===== src/rtl/lif_neuron_array.sv =====
// Time-multiplexed array of leaky integrate-and-fire neurons sharing one update datapath.
// Currents arrive in neuron order; each produces a registered spike result, then a step_done pulse.
module lif_neuron_array #(
  parameter int N_NEURONS    = 16,
  parameter int DATA_W       = 16,
  parameter int FRAC_W       = 8,
  parameter int REFRAC_STEPS = 2,
  localparam int IDX_W       = $clog2(N_NEURONS)
) (
  input  logic                     clk,
  input  logic                     reset,
  input  logic signed [DATA_W-1:0] threshold,
  input  logic [3:0]               leak_shift,
  input  logic                     state_clear,
  input  logic                     step_start,
  input  logic                     in_valid,
  output logic                     in_ready,
  input  logic signed [DATA_W-1:0] in_current,
  output logic [IDX_W-1:0]         in_idx,
  output logic                     out_valid,
  output logic [IDX_W-1:0]         out_idx,
  output logic                     out_fired,
  output logic signed [DATA_W-1:0] out_vmem,
  output logic                     step_done,
  output logic [IDX_W:0]           spike_count,
  output logic                     busy
);
  localparam int RW = (REFRAC_STEPS > 0) ? $clog2(REFRAC_STEPS + 1) : 1;
  localparam int EW = DATA_W + 2;
  localparam int CW = IDX_W + 1;

  if (N_NEURONS < 2 || FRAC_W >= DATA_W) begin : g_param_check
    $error("lif_neuron_array: unsupported parameter combination");
  end

  typedef enum logic [1:0] {S_IDLE, S_RUN, S_DONE} state_e;

  state_e                   state_q;
  logic [IDX_W-1:0]         idx_q;
  logic signed [DATA_W-1:0] thr_q;
  logic [3:0]               lsh_q;
  logic [CW-1:0]            cnt_q;
  logic signed [DATA_W-1:0] v_q      [N_NEURONS];
  logic [RW-1:0]            refrac_q [N_NEURONS];

  logic                     out_valid_q, out_fired_q, done_q;
  logic [IDX_W-1:0]         out_idx_q;
  logic signed [DATA_W-1:0] out_vmem_q;

  logic                     hs, refr, fire;
  logic signed [EW-1:0]     v_ext, leak, sum;
  logic signed [DATA_W-1:0] s_sat;

  // Two guard bits make v - leak + I exact before clamping.
  always_comb begin
    hs    = (state_q == S_RUN) && in_valid;
    v_ext = {{2{v_q[idx_q][DATA_W-1]}}, v_q[idx_q]};
    leak  = v_ext >>> lsh_q;
    sum   = v_ext - leak + {{2{in_current[DATA_W-1]}}, in_current};
    if ((&sum[EW-1:DATA_W-1]) || !(|sum[EW-1:DATA_W-1]))
      s_sat = sum[DATA_W-1:0];
    else if (sum[EW-1])
      s_sat = {1'b1, {(DATA_W-1){1'b0}}};
    else
      s_sat = {1'b0, {(DATA_W-1){1'b1}}};
    refr = (refrac_q[idx_q] != '0);
    fire = !refr && (s_sat >= thr_q);
  end

  always_ff @(posedge clk) begin
    if (reset) begin
      state_q     <= S_IDLE;
      idx_q       <= '0;
      thr_q       <= '0;
      lsh_q       <= '0;
      cnt_q       <= '0;
      out_valid_q <= 1'b0;
      out_idx_q   <= '0;
      out_fired_q <= 1'b0;
      out_vmem_q  <= '0;
      done_q      <= 1'b0;
      for (int i = 0; i < N_NEURONS; i++) begin
        v_q[i]      <= '0;
        refrac_q[i] <= '0;
      end
    end else begin
      out_valid_q <= hs;
      done_q      <= (state_q == S_DONE);
      if (hs) begin
        out_idx_q   <= idx_q;
        out_fired_q <= fire;
        out_vmem_q  <= (refr || fire) ? '0 : s_sat;
      end
      case (state_q)
        S_IDLE: begin
          if (state_clear) begin
            for (int i = 0; i < N_NEURONS; i++) begin
              v_q[i]      <= '0;
              refrac_q[i] <= '0;
            end
          end
          if (step_start) begin
            thr_q   <= threshold;
            lsh_q   <= leak_shift;
            idx_q   <= '0;
            cnt_q   <= '0;
            state_q <= S_RUN;
          end
        end
        S_RUN: begin
          if (in_valid) begin
            if (refr) begin
              refrac_q[idx_q] <= refrac_q[idx_q] - RW'(1);
              v_q[idx_q]      <= '0;
            end else if (fire) begin
              v_q[idx_q]      <= '0;
              refrac_q[idx_q] <= RW'(REFRAC_STEPS);
              cnt_q           <= cnt_q + CW'(1);
            end else begin
              v_q[idx_q]      <= s_sat;
            end
            if (idx_q == IDX_W'(N_NEURONS - 1)) state_q <= S_DONE;
            else                                 idx_q   <= idx_q + IDX_W'(1);
          end
        end
        default: state_q <= S_IDLE;
      endcase
    end
  end

  // Outputs are forced low while reset is high, even before the first reset edge.
  assign in_ready    = !reset && (state_q == S_RUN);
  assign in_idx      = in_ready ? idx_q : '0;
  assign busy        = !reset && (state_q != S_IDLE);
  assign out_valid   = !reset && out_valid_q;
  assign out_idx     = reset ? '0 : out_idx_q;
  assign out_fired   = !reset && out_fired_q;
  assign out_vmem    = reset ? '0 : out_vmem_q;
  assign step_done   = !reset && done_q;
  assign spike_count = reset ? '0 : cnt_q;

endmodule


===== config.mk =====
export PLATFORM = sky130hd
export DESIGN_NAME = lif_neuron_array
export DESIGN_NICKNAME = d
export VERILOG_FILES = /design/src/rtl/lif_neuron_array.sv
export SDC_FILE = /design/constraint.sdc
export NUM_CORES = 1
export LEC_CHECK = 0
export CORE_AREA = 8 8 211 213
export CTS_CLUSTER_SIZE = 28
export DETAILED_ROUTE_END_ITERATION = 10
export DIE_AREA = 0 0 219 221
export GPL_ROUTABILITY_DRIVEN = 0
export PLACE_DENSITY = 0.66
export SYNTH_ARGS = -nofsm -noshare
export SYNTH_HDL_FRONTEND = slang
export SYNTH_SLANG_ARGS = --single-unit

===== constraint.sdc =====
create_clock -name clk -period 8 [get_ports clk]
set_clock_uncertainty 0.2 [all_clocks]
set_input_delay 1.6 -clock clk [delete_from_list [all_inputs] [get_ports clk]]
set_output_delay 1.6 -clock clk [all_outputs]
set_load 0.005 [all_outputs]

==> results of run 1 <==
==> power groups by stage <==
stage / clock [mW] / sequential (mW) / combinational, mW
2_1_floorplan: 0 / 2.10 / 1.66
3_3_place_gp: 0 / 2.12 / 2.43
3_5_place_dp: 0 / 2.12 / 2.48
4_1_cts: 1.75 / 2.09 / 2.50
5_1_grt: 1.81 / 2.10 / 2.87
6_report: 1.74 / 2.09 / 2.73
==> cell usage in the layout, fill, tap and decap left out, types with 13 or more instances in the layout <==
master,synthesis,final
ha_1,42,41
mux4_2,74,74
clkbuf_16,0,46
nor3_1,60,60
edfxtp_1,288,288
nor2_1,72,72
nor4_2,21,61
buf_12,0,15
o21ai_0,42,41
nor2b_1,33,32
dfxtp_1,58,55
mux2_2,16,16
inv_1,78,78
fa_1,15,14
mux2i_1,30,25
buf_4,8,100
nor4_1,205,165
nand2_1,129,129
o211ai_1,13,13
a21oi_1,55,52
clkdlybuf4s50_1,0,73
==> area by class of cell <==
class                           instances  area, sq um  share of cell area, %
Clock buffer                           54         1100                   4.86
Tap cell                              539          674                   2.98
Timing Repair Buffer                  200         2000                   8.85
Multi-Input combinational cell       1015         8570                   37.9
Clock inverter                         15          123                  0.543
Sequential cell                       346         9820                   43.5
Inverter                               82          308                   1.36
==> per-layer routing <==
layer | vias up | global-route usage, % | share of wire (%)
li1 | 6371 | - | -
met1 | 7225 | 31.6 | 41
met2 | 842 | 35.5 | 46
met3 | 110 | 5.14 | 9.7
met4 | 0 | 8.59 | 3.9
met5 | - | 0 | 0
==> worst paths after layout <==
kind | startpoint | endpoint | slack [ns] | depth (start not counted)
worst max-delay path | flop | v_q[2][6] | 0.12 | 32
worst min-delay path | thr_q[14] | thr_q[14] | 0.25 | 2
worst max register to register | flop | v_q[2][6] | 0.12 | 32
worst min register to register | thr_q[14] | thr_q[14] | 0.25 | 2
==> stage by stage <==
stage	setup TNS, ns	setup WS, ns	cell area, sq um	utilization (%)
floorplan	0	0.163	19100	-
global placement	0	0.0487	20600	50.0
detailed placement	-4.03	-0.123	20600	50.0
CTS	0	0.00483	21900	53.0
global route	-6.14	-0.147	22600	54.7
finish	0	0.120	22600	54.7
==> sequential cells by signal (all words and copies together) (netlist names), 2 cells and up, named ones only <==
signal,cells
out_idx_q,4
thr_q,16
cnt_q,5
idx_q,4
out_vmem_q,16
v_q,256
lsh_q,4
refrac_q,32
state_q,2
==> cell usage after synthesis, types with 9 or more instances <==
cell and number:
nor4_1 205, nor2b_1 33, nor3_1 60, nor4_2 21, nor2_1 72, o21ai_0 42
mux2_2 16, a21oi_1 55, o211ai_1 13, a211oi_1 9, nand3_1 9, mux4_2 74
mux2i_1 30, edfxtp_1 288, nand2_1 129, a21o_1 13, buf_1 12, clkbuf_1 92
ha_1 42, buf_2 47, dfxtp_1 58, inv_1 78, o31ai_1 12, fa_1 15
nand2b_1 9
==> worst max-delay path: cells and delay by family, from the launching register on <==
kind	cells	cell delay (ns)
flops	1	0.49
simple gates	6	1.15
compound gates	11	2.40
mux	3	0.93
buf+inv	9	1.41
fa+ha+maj	3	1.04
==> kinds of logic after synthesis <==
kind of cell	count (synthesis)
buffers and inverters	249
muxes	120
AOI/OAI and AO/OA	243
and+or+nand+nor	583
adders and majority gates	57
DFF	346
xor gates and xnor gates	11
==> what timing repair did <==
action | 4_1_cts | 5_1_grt
hold endpoints to repair | 0 | 0
setup buffers | 0 | 23
gates resized for setup | 7 | 72
pin swaps | 1 | 10
endpoints found under the setup margin | 156 | 330
cloned | 0 | 6
==> metrics.csv, run 1 <==
stage,metric,value,unit
grt,gr-total-overflow,0,
pwr,comb_power_share,41.6,%
yosys,ys_seq_elements,346,
cells_and_area,num_antenna_cells,0,
yosys,synth-xor-area-share,0.505,%
cells_and_area,fillCellCount,3440,
route,drtIter0Drc,1825,
yosys,synth_top_area_cell,edfxtp_1,
yosys,ys_warn_count,0,
cts,cts_hold_buf,0,
yosys,ys_seq_area_share,51.5,%
worst_setup_path,slowest_stage,mux4_2,
cts,ctsLongestPathBuffers,3,
floorplan,die-area,0.0484,sq mm
floorplan,die_y,221,um
yosys,synthMuxAreaShare,11.3,%
timing,slew_headroom,11.3,%
grt,grt_pass1_wl,86.7,mm
cts,cts_root_buf,clkbuf_16,
worst_setup_path,worstSetupPathType,flop to flop,
timing,whs,0.254,ns
timing,finalHoldViolCount,0,
floorplan,rows,75,
route,first_pass_iters,6,
cells_and_area,final_cells,2251,
outcome,status,finished clean,
worst_setup_path,cp.required,8.11,ns
place,hpwl,38.2,mm
cts,cts_made_buffers,38,
yosys,syn_nets,1707,
worst_setup_path,path_common_cell,buf_12,
yosys,async_flop_share,0,%
yosys,synth_cell_types,80,
floorplan,die_w,219,um
route,post-route-drc-count,0,
floorplan,io_pins,75,
cts,path_clk_slew,0.06,ns
floorplan,core-area,0.0413,sq mm
pwr,max-vdd-ir-drop,0.000265,V
yosys,synth_adder_area_share,4.33,%
pwr,p_seq_share,31.8,%
timing,drv_slew,0,
worst_setup_path,critPathMaxFanout,33,
pwr,switchingPower,2.62,mW
timing,setup_viol,0,
yosys,synth_top_family_by_area,simple AND/OR/NAND/NOR gates,
worst_setup_path,worstSetupStartpointType,flop,
yosys,synth_edf_count,288,
timing,post-route-period-util,98.5,%
cells_and_area,area_growth,18.5,%
pwr,internal-power,3.93,mW
pwr,p_total,6.55,mW
yosys,synth_flop_cell,edfxtp_1,
timing,period_needed,7.88,ns
worst_setup_path,arrival,7.99,ns
route,via_per_inst,6.46,
floorplan,start_util,46.2,%
yosys,synth_area,0.0191,sq mm
timing,worstMarginPinSlew,1.33,ns
yosys,synth-compound-area-share,9.85,%
route,vias,14500,
cts,cts_tree,yes,
grt,grt_antenna_before_repair,0,
pwr,pwr-share-clk,26.5,%
cts,clock_latency,0.54,ns
grt,grt_start_max_net_pins,101,
yosys,netlist_instances,1609,
hold_path,hold_class,flop to flop,
cells_and_area,fin_nets,1781,
pwr,p_leak,7.74,nW
cts,clock_sinks,346,
pwr,p_sw_share,40.0,%
place,io_buffers,74,
worst_setup_path,slowest_delay,0.50,ns
grt,grt_usage,23.0,%
grt,grt_pass1_vias,14300,
timing,fmax,127,MHz
yosys,synth_simple_gate_area_share,16.9,%
route,routed_wirelength,58.4,mm
cts,cts.htree.levels,2,
cells_and_area,drive_above_1_share,23.4,%
run,maxCapViolations,0,
worst_setup_path,worstSetupEndpointType,flop,
place,dp.cells,2153,
yosys,syn_area_per_cell,11.8,sq um
route,wire_per_inst,26.0,um
route,ant_nets,0,
yosys,synth_area_leaders,"edfxtp_1, mux4_2, nor4_1",
timing,grt_setup_unrepaired,yes,
pwr,powerDensity,290,mW/mm^2
yosys,synth_top_cell_area_share,45.4,%
No activity file was read; power rests on OpenSTA's default activity.
==> run 2: changes to the inputs <==
--- a/config.mk
+++ b/config.mk
@@ -11,6 +11,7 @@
 export DIE_AREA = 0 0 219 221
 export GPL_ROUTABILITY_DRIVEN = 0
 export PLACE_DENSITY = 0.66
+export SLEW_MARGIN = 20
 export SYNTH_ARGS = -nofsm -noshare
 export SYNTH_HDL_FRONTEND = slang
 export SYNTH_SLANG_ARGS = --single-unit
==> run 2 against run 1 <==
Compared with the run above:
- via count down 0.23%
- first-iteration DRC count did not move
- final cell count is the same
- sequential power about the same
- cell area barely moved
- fmax about the same
- non-clock buffer count stayed put
==> metrics.csv, run 2 (same netlist as run 1, synthesis figures left out) <==
stage,metric,value,unit
floorplan,rows,75,
cts,cts_tree,yes,
cts,clock_latency,0.54,ns
cts,clock_sinks,346,
route,drtIter0Drc,1825,
worst_setup_path,path_common_cell,buf_12,
route,wire_per_inst,25.9,um
timing,worst_slack,0.123,ns
grt,grt_usage,23.0,%
cts,cts_root_buf,clkbuf_16,
route,vias,14500,
cells_and_area,fin_nets,1781,
cells_and_area,final_cell_mix,"edfxtp_1, nor4_1, nand2_1",
route,routed_wirelength,58.4,mm
worst_setup_path,slowest_stage,mux4_2,
place,io_buffers,74,
place,place_worst_setup_slack,-0.123,ns
timing,drv_slew,0,
grt,gr-total-overflow,0,
pwr,p_leak,7.74,nW
cts,cts_made_buffers,38,
worst_setup_path,r2r_slack,0.12,ns
route,first_pass_iters,5,
outcome,status,finished clean,
hold_path,hold_class,flop to flop,
worst_setup_path,worstSetupStartpointType,flop,
worst_setup_path,critPathBufInv,9,
timing,fmax,127,MHz
run,maxCapViolations,0,
timing,finalHoldViolCount,0,
timing,worstMarginPinSlew,1.33,ns
floorplan,core-area,0.0413,sq mm
grt,grt_pass1_vias,14300,
grt,grt_antenna_before_repair,0,
timing,setup_viol,0,
cells_and_area,area_growth,18.5,%
pwr,powerDensity,290,mW/mm^2
cells_and_area,reg.largest.list,"v_q (256), refrac_q (32)",
cells_and_area,largest_register_ffs,256,
timing,slew_headroom,11.3,%
place,hpwl,38.2,mm
floorplan,io_pins,75,
worst_setup_path,cp.required,8.11,ns
floorplan,die-area,0.0484,sq mm
cells_and_area,drive_above_1_share,23.5,%
worst_setup_path,critPathMaxFanout,33,
worst_setup_path,slowest_delay,0.50,ns
floorplan,die_y,221,um
floorplan,start_util,46.2,%
route,ant_nets,0,
cells_and_area,top_register,v_q,
grt,grt_start_max_net_pins,101,
cells_and_area,num_antenna_cells,0,
timing,grt_setup_unrepaired,yes,
worst_setup_path,worstSetupEndpointType,flop,
cells_and_area,final_common_cell,edfxtp_1,
route,post-route-drc-count,0,
floorplan,die_w,219,um
timing,period_needed,7.88,ns
pwr,max-vdd-ir-drop,0.000265,V
cts,path_clk_slew,0.06,ns
timing,whs,0.254,ns
cts,cts.htree.levels,2,
cts,ctsLongestPathBuffers,3,
worst_setup_path,crit_family,compound AO/OA/AOI/OAI gates,
timing,post-route-period-util,98.5,%
worst_setup_path,worstSetupPathType,flop to flop,
worst_setup_path,arrival,7.99,ns
grt,grt_pass1_wl,86.7,mm
cts,cts_hold_buf,0,
route,via_per_inst,6.45,
run 2: cell counts in the layout (fill, tap and decap cells not counted):
Identical to the previous run, type by type.
run 2: worst reg2reg max path, delay by kind of cell (launching register included):
| kind | cells | cell delay (ns) |
|---|---|---|
| and+or+nand+nor | 6 | 1.16 |
| DFF | 1 | 0.49 |
| adders and majority gates | 3 | 1.04 |
| muxes | 3 | 0.93 |
| buffers and inverters | 9 | 1.43 |
| AOI/OAI and AO/OA | 11 | 2.42 |
run 2: worst paths after layout:
| kind | startpoint | to | cells after the start |
|---|---|---|---|
| setup / recovery | flop | v_q[2][6] | 32 |
| hold / removal | thr_q[14] | thr_q[14] | 2 |
| setup reg to reg | flop | v_q[2][6] | 32 |
| hold reg to reg | thr_q[14] | thr_q[14] | 2 |
run 2: area by class of cell:
cell class / count / area, sq um
fill: 3440 / 18700
tap: 539 / 674
sequential: 346 / 9820
clock inverter: 15 / 123
inverter: 82 / 308
clock buffer: 54 / 1100
timing repair buffer: 200 / 2000
multi-input combinational: 1015 / 8570
run 2: timing repair:
item	4_1_cts	5_1_grt
gates resized for setup	7	72
pin swaps	1	10
buffers inserted	0	23
gates cloned	0	6
setup endpoints to repair	156	330
run 2: metal layers:
metal / up-vias / wire length, um / track usage (%)
li1: 6377 / - / -
met1: 7210 / 23800 / 31.6
met2: 810 / 26600 / 35.5
met3: 117 / 5660 / 5.14
met4: 0 / 2340 / 8.59
met5: - / 0 / 0
run 2: per-stage QoR:
step	std cells	power [mW]	instance area [sq um]	TNS, ns	utilization, %
4_1_cts	2222	6.34	21900	0	53.0
6_report	2251	6.56	22600	0	54.7
3_3_place_gp	2153	4.54	20600	0	50.0
2_1_floorplan	1609	3.77	19100	0	-
5_1_grt	2251	6.77	22600	-6.14	54.7
3_5_place_dp	2153	4.60	20600	-4.03	50.0
run 2: power breakdown:
part / switching [mW] / leakage (nW) / total, mW / internal [mW]
clock network: 0.718 / 0.598 / 1.74 / 1.02
registers: 0.0350 / 3.61 / 2.09 / 2.05
logic: 1.87 / 3.53 / 2.73 / 0.857
total: 2.63 / 7.74 / 6.56 / 3.93
==> run 3: changes to the inputs <==
--- a/config.mk
+++ b/config.mk
@@ -9,8 +9,8 @@
 export CTS_CLUSTER_SIZE = 28
 export DETAILED_ROUTE_END_ITERATION = 10
 export DIE_AREA = 0 0 219 221
-export GPL_ROUTABILITY_DRIVEN = 0
 export PLACE_DENSITY = 0.66
+export REMOVE_ABC_BUFFERS = 1
 export SLEW_MARGIN = 20
 export SYNTH_ARGS = -nofsm -noshare
 export SYNTH_HDL_FRONTEND = slang
==> run 3 against run 2 <==
Compared with the run above:
- clock-buffer cell count shrank 2
- largest power group unchanged
- critical endpoint is now v_q[13][1]
- non-clock buffer count grew 9
- clock power grew 3%
- combinational power grew 3%
- register-to-register slack gained 0.02 ns
- final cell count grew 0.40%
- highest routed layer unchanged
- fmax grew 0.25%
==> metrics.csv, run 3 (same netlist as run 1, synthesis figures left out) <==
stage,metric,value,unit
hold_path,hold_class,flop to flop,
worst_setup_path,r2r_cells,30,
pwr,comb_power_share,41.9,%
cells_and_area,area_growth,20.9,%
worst_setup_path,worstSetupStartpointType,flop,
timing,setup_viol,0,
hold_path,min_from,thr_q[15],
worst_setup_path,reg2reg_to,v_q[13][1],
worst_setup_path,slowest_stage,mux4_2,
worst_setup_path,cp.required,8.13,ns
floorplan,start_util,46.2,%
timing,finalHoldViolCount,0,
worst_setup_path,r2r_slack,0.14,ns
worst_setup_path,worstSetupPathType,flop to flop,
cells_and_area,fin_nets,1792,
floorplan,die-area,0.0484,sq mm
cells_and_area,final_cell_mix,"edfxtp_1, nand2_1, nor4_1",
pwr,max-vdd-ir-drop,0.000269,V
pwr,p_seq_share,31.2,%
timing,fin_setup_tns,0,ns
cts,clock_latency,0.54,ns
place,placed_area,0.0208,sq mm
place,gp_congestion,0.901,
route,post-route-drc-count,0,
cts,ctsLongestPathBuffers,3,
grt,grt_pass1_vias,14300,
cts,cts_hold_buf,0,
place,hpwl,36.0,mm
route,via_per_inst,6.42,
floorplan,rows,75,
hold_path,whs_endpoint,thr_q[15],
cells_and_area,reg.largest.list,"v_q (256), refrac_q (32)",
route,first_pass_iters,7,
floorplan,io_pins,75,
timing,grt_setup_unrepaired,yes,
cts,cts_tree,yes,
timing,worstMarginPinSlew,1.25,ns
route,drtIter0Drc,1595,
worst_setup_path,critPathMaxFanout,11,
worst_setup_path,slowest_delay,0.51,ns
cells_and_area,top_register,v_q,
cts,cts_root_buf,clkbuf_16,
cells_and_area,final_common_cell,edfxtp_1,
worst_setup_path,arrival,7.99,ns
cts,clock_sinks,346,
cells_and_area,final_cells,2260,
pwr,p_sw_share,39.8,%
cells_and_area,drive_above_1_share,26.4,%
pwr,powerDensity,290,mW/mm^2
pwr,internal-power,4.03,mW
cts,path_clk_slew,0.06,ns
place,dp.cells,2168,
run,maxCapViolations,0,
timing,post-route-period-util,98.2,%
place,place_worst_setup_slack,-0.128,ns
timing,slew_headroom,16.5,%
outcome,status,finished clean,
grt,grt_pass1_wl,84.8,mm
pwr,switchingPower,2.66,mW
timing,period_needed,7.86,ns
route,vias,14500,
route,routed_wirelength,56.5,mm
cells_and_area,final_area,0.0231,sq mm
pwr,p_leak,7.85,nW
floorplan,core-area,0.0413,sq mm
cells_and_area,largest_register_ffs,256,
cells_and_area,fin_util,55.8,%
timing,drv_slew,0,
floorplan,die_y,221,um
grt,grt_antenna_before_repair,0,
cells_and_area,num_antenna_cells,0,
hold_path,holdPathStages,2,
timing,fmax,127,MHz
place,io_buffers,74,
cts,cts_made_buffers,40,
route,wire_per_inst,25.0,um
grt,gr-total-overflow,0,
pwr,pwr-share-clk,26.9,%
route,ant_nets,0,
floorplan,die_w,219,um
worst_setup_path,worstSetupEndpointType,flop,
grt,grt_start_max_net_pins,94,
grt,grt_usage,22.4,%
timing,worst_slack,0.143,ns
cts,cts.htree.levels,2,
==> run 3: cell count changes in the layout (fill, tap and decap cells not counted), moves of 3 or more <==
cell | previous run | this run
o21ai_1 | 3 | 9
buf_4 | 100 | 106
buf_16 | 1 | 4
buf_6 | 2 | 6
nor4_1 | 165 | 120
nor4_2 | 61 | 106
clkinv_1 | 7 | 4
o21ai_0 | 41 | 36
==> run 3: power by group through the flow <==
stage / clock [mW] / sequential, mW / combinational [mW]
final: 1.80 / 2.09 / 2.80
after global routing: 1.89 / 2.09 / 2.98
after CTS: 1.83 / 2.09 / 2.56
after detailed placement: 0 / 2.12 / 2.54
after global placement: 0 / 2.12 / 2.51
after floorplan: 0 / 2.12 / 1.43
==> run 3: layer usage <==
metal	vias up	wire [um]	track usage (%)	part of all wire, %
met5	-	0	0	0
met4	0	1530	7.56	2.7
met3	102	4970	3.53	8.8
met2	694	27200	36.2	48
met1	7329	22700	30.3	40
li1	6390	-	-	-
==> run 3: how the worst max path moves through the flow <==
| stage | slack [ns] | endpoint | start | cells after the start |
|---|---|---|---|---|
| floorplan | -10.30 | v_q[0][1] | flop | 24 |
| global route | -0.05 | v_q[0][5] | flop | 32 |
| global placement | -0.08 | v_q[9][1] | flop | 30 |
| finish | 0.14 | v_q[13][1] | flop | 30 |
| detailed placement | -0.13 | v_q[11][1] | flop | 30 |
| CTS | 0.01 | v_q[11][1] | flop | 32 |
==> run 3: critical path: cells and delay by family, from the launching register on <==
kind | cells | cell delay [ns]
DFF | 1 | 0.42
buffers and inverters | 6 | 1.02
and+or+nand+nor | 8 | 1.26
AOI/OAI and AO/OA | 12 | 2.98
adders and majority gates | 3 | 1.26
muxes | 1 | 0.51
==> run 3: cell type report <==
| type | count | area, sq um |
|---|---|---|
| fill | 3446 | 18200 |
| sequential | 346 | 9820 |
| multi-input combinational | 1015 | 8880 |
| timing repair buffer | 209 | 2100 |
| clock buffer | 52 | 1080 |
| tap | 539 | 674 |
| inverter | 82 | 308 |
| clock inverter | 17 | 193 |
==> run 3: what timing repair did <==
action | in CTS | in global routing
pin swaps | 1 | 5
cloned | 0 | 5
setup buffers | 4 | 14
resized for setup | 5 | 127
setup endpoints to repair | 271 | 342
==> run 3: stage by stage <==
stage          hold slack (ns)  total power, mW
6_report                 0.254             6.69
5_1_grt                  0.273             6.96
4_1_cts                  0.257             6.47
3_5_place_dp             0.249             4.67
3_3_place_gp             0.247             4.63
2_1_floorplan            0.230             3.55
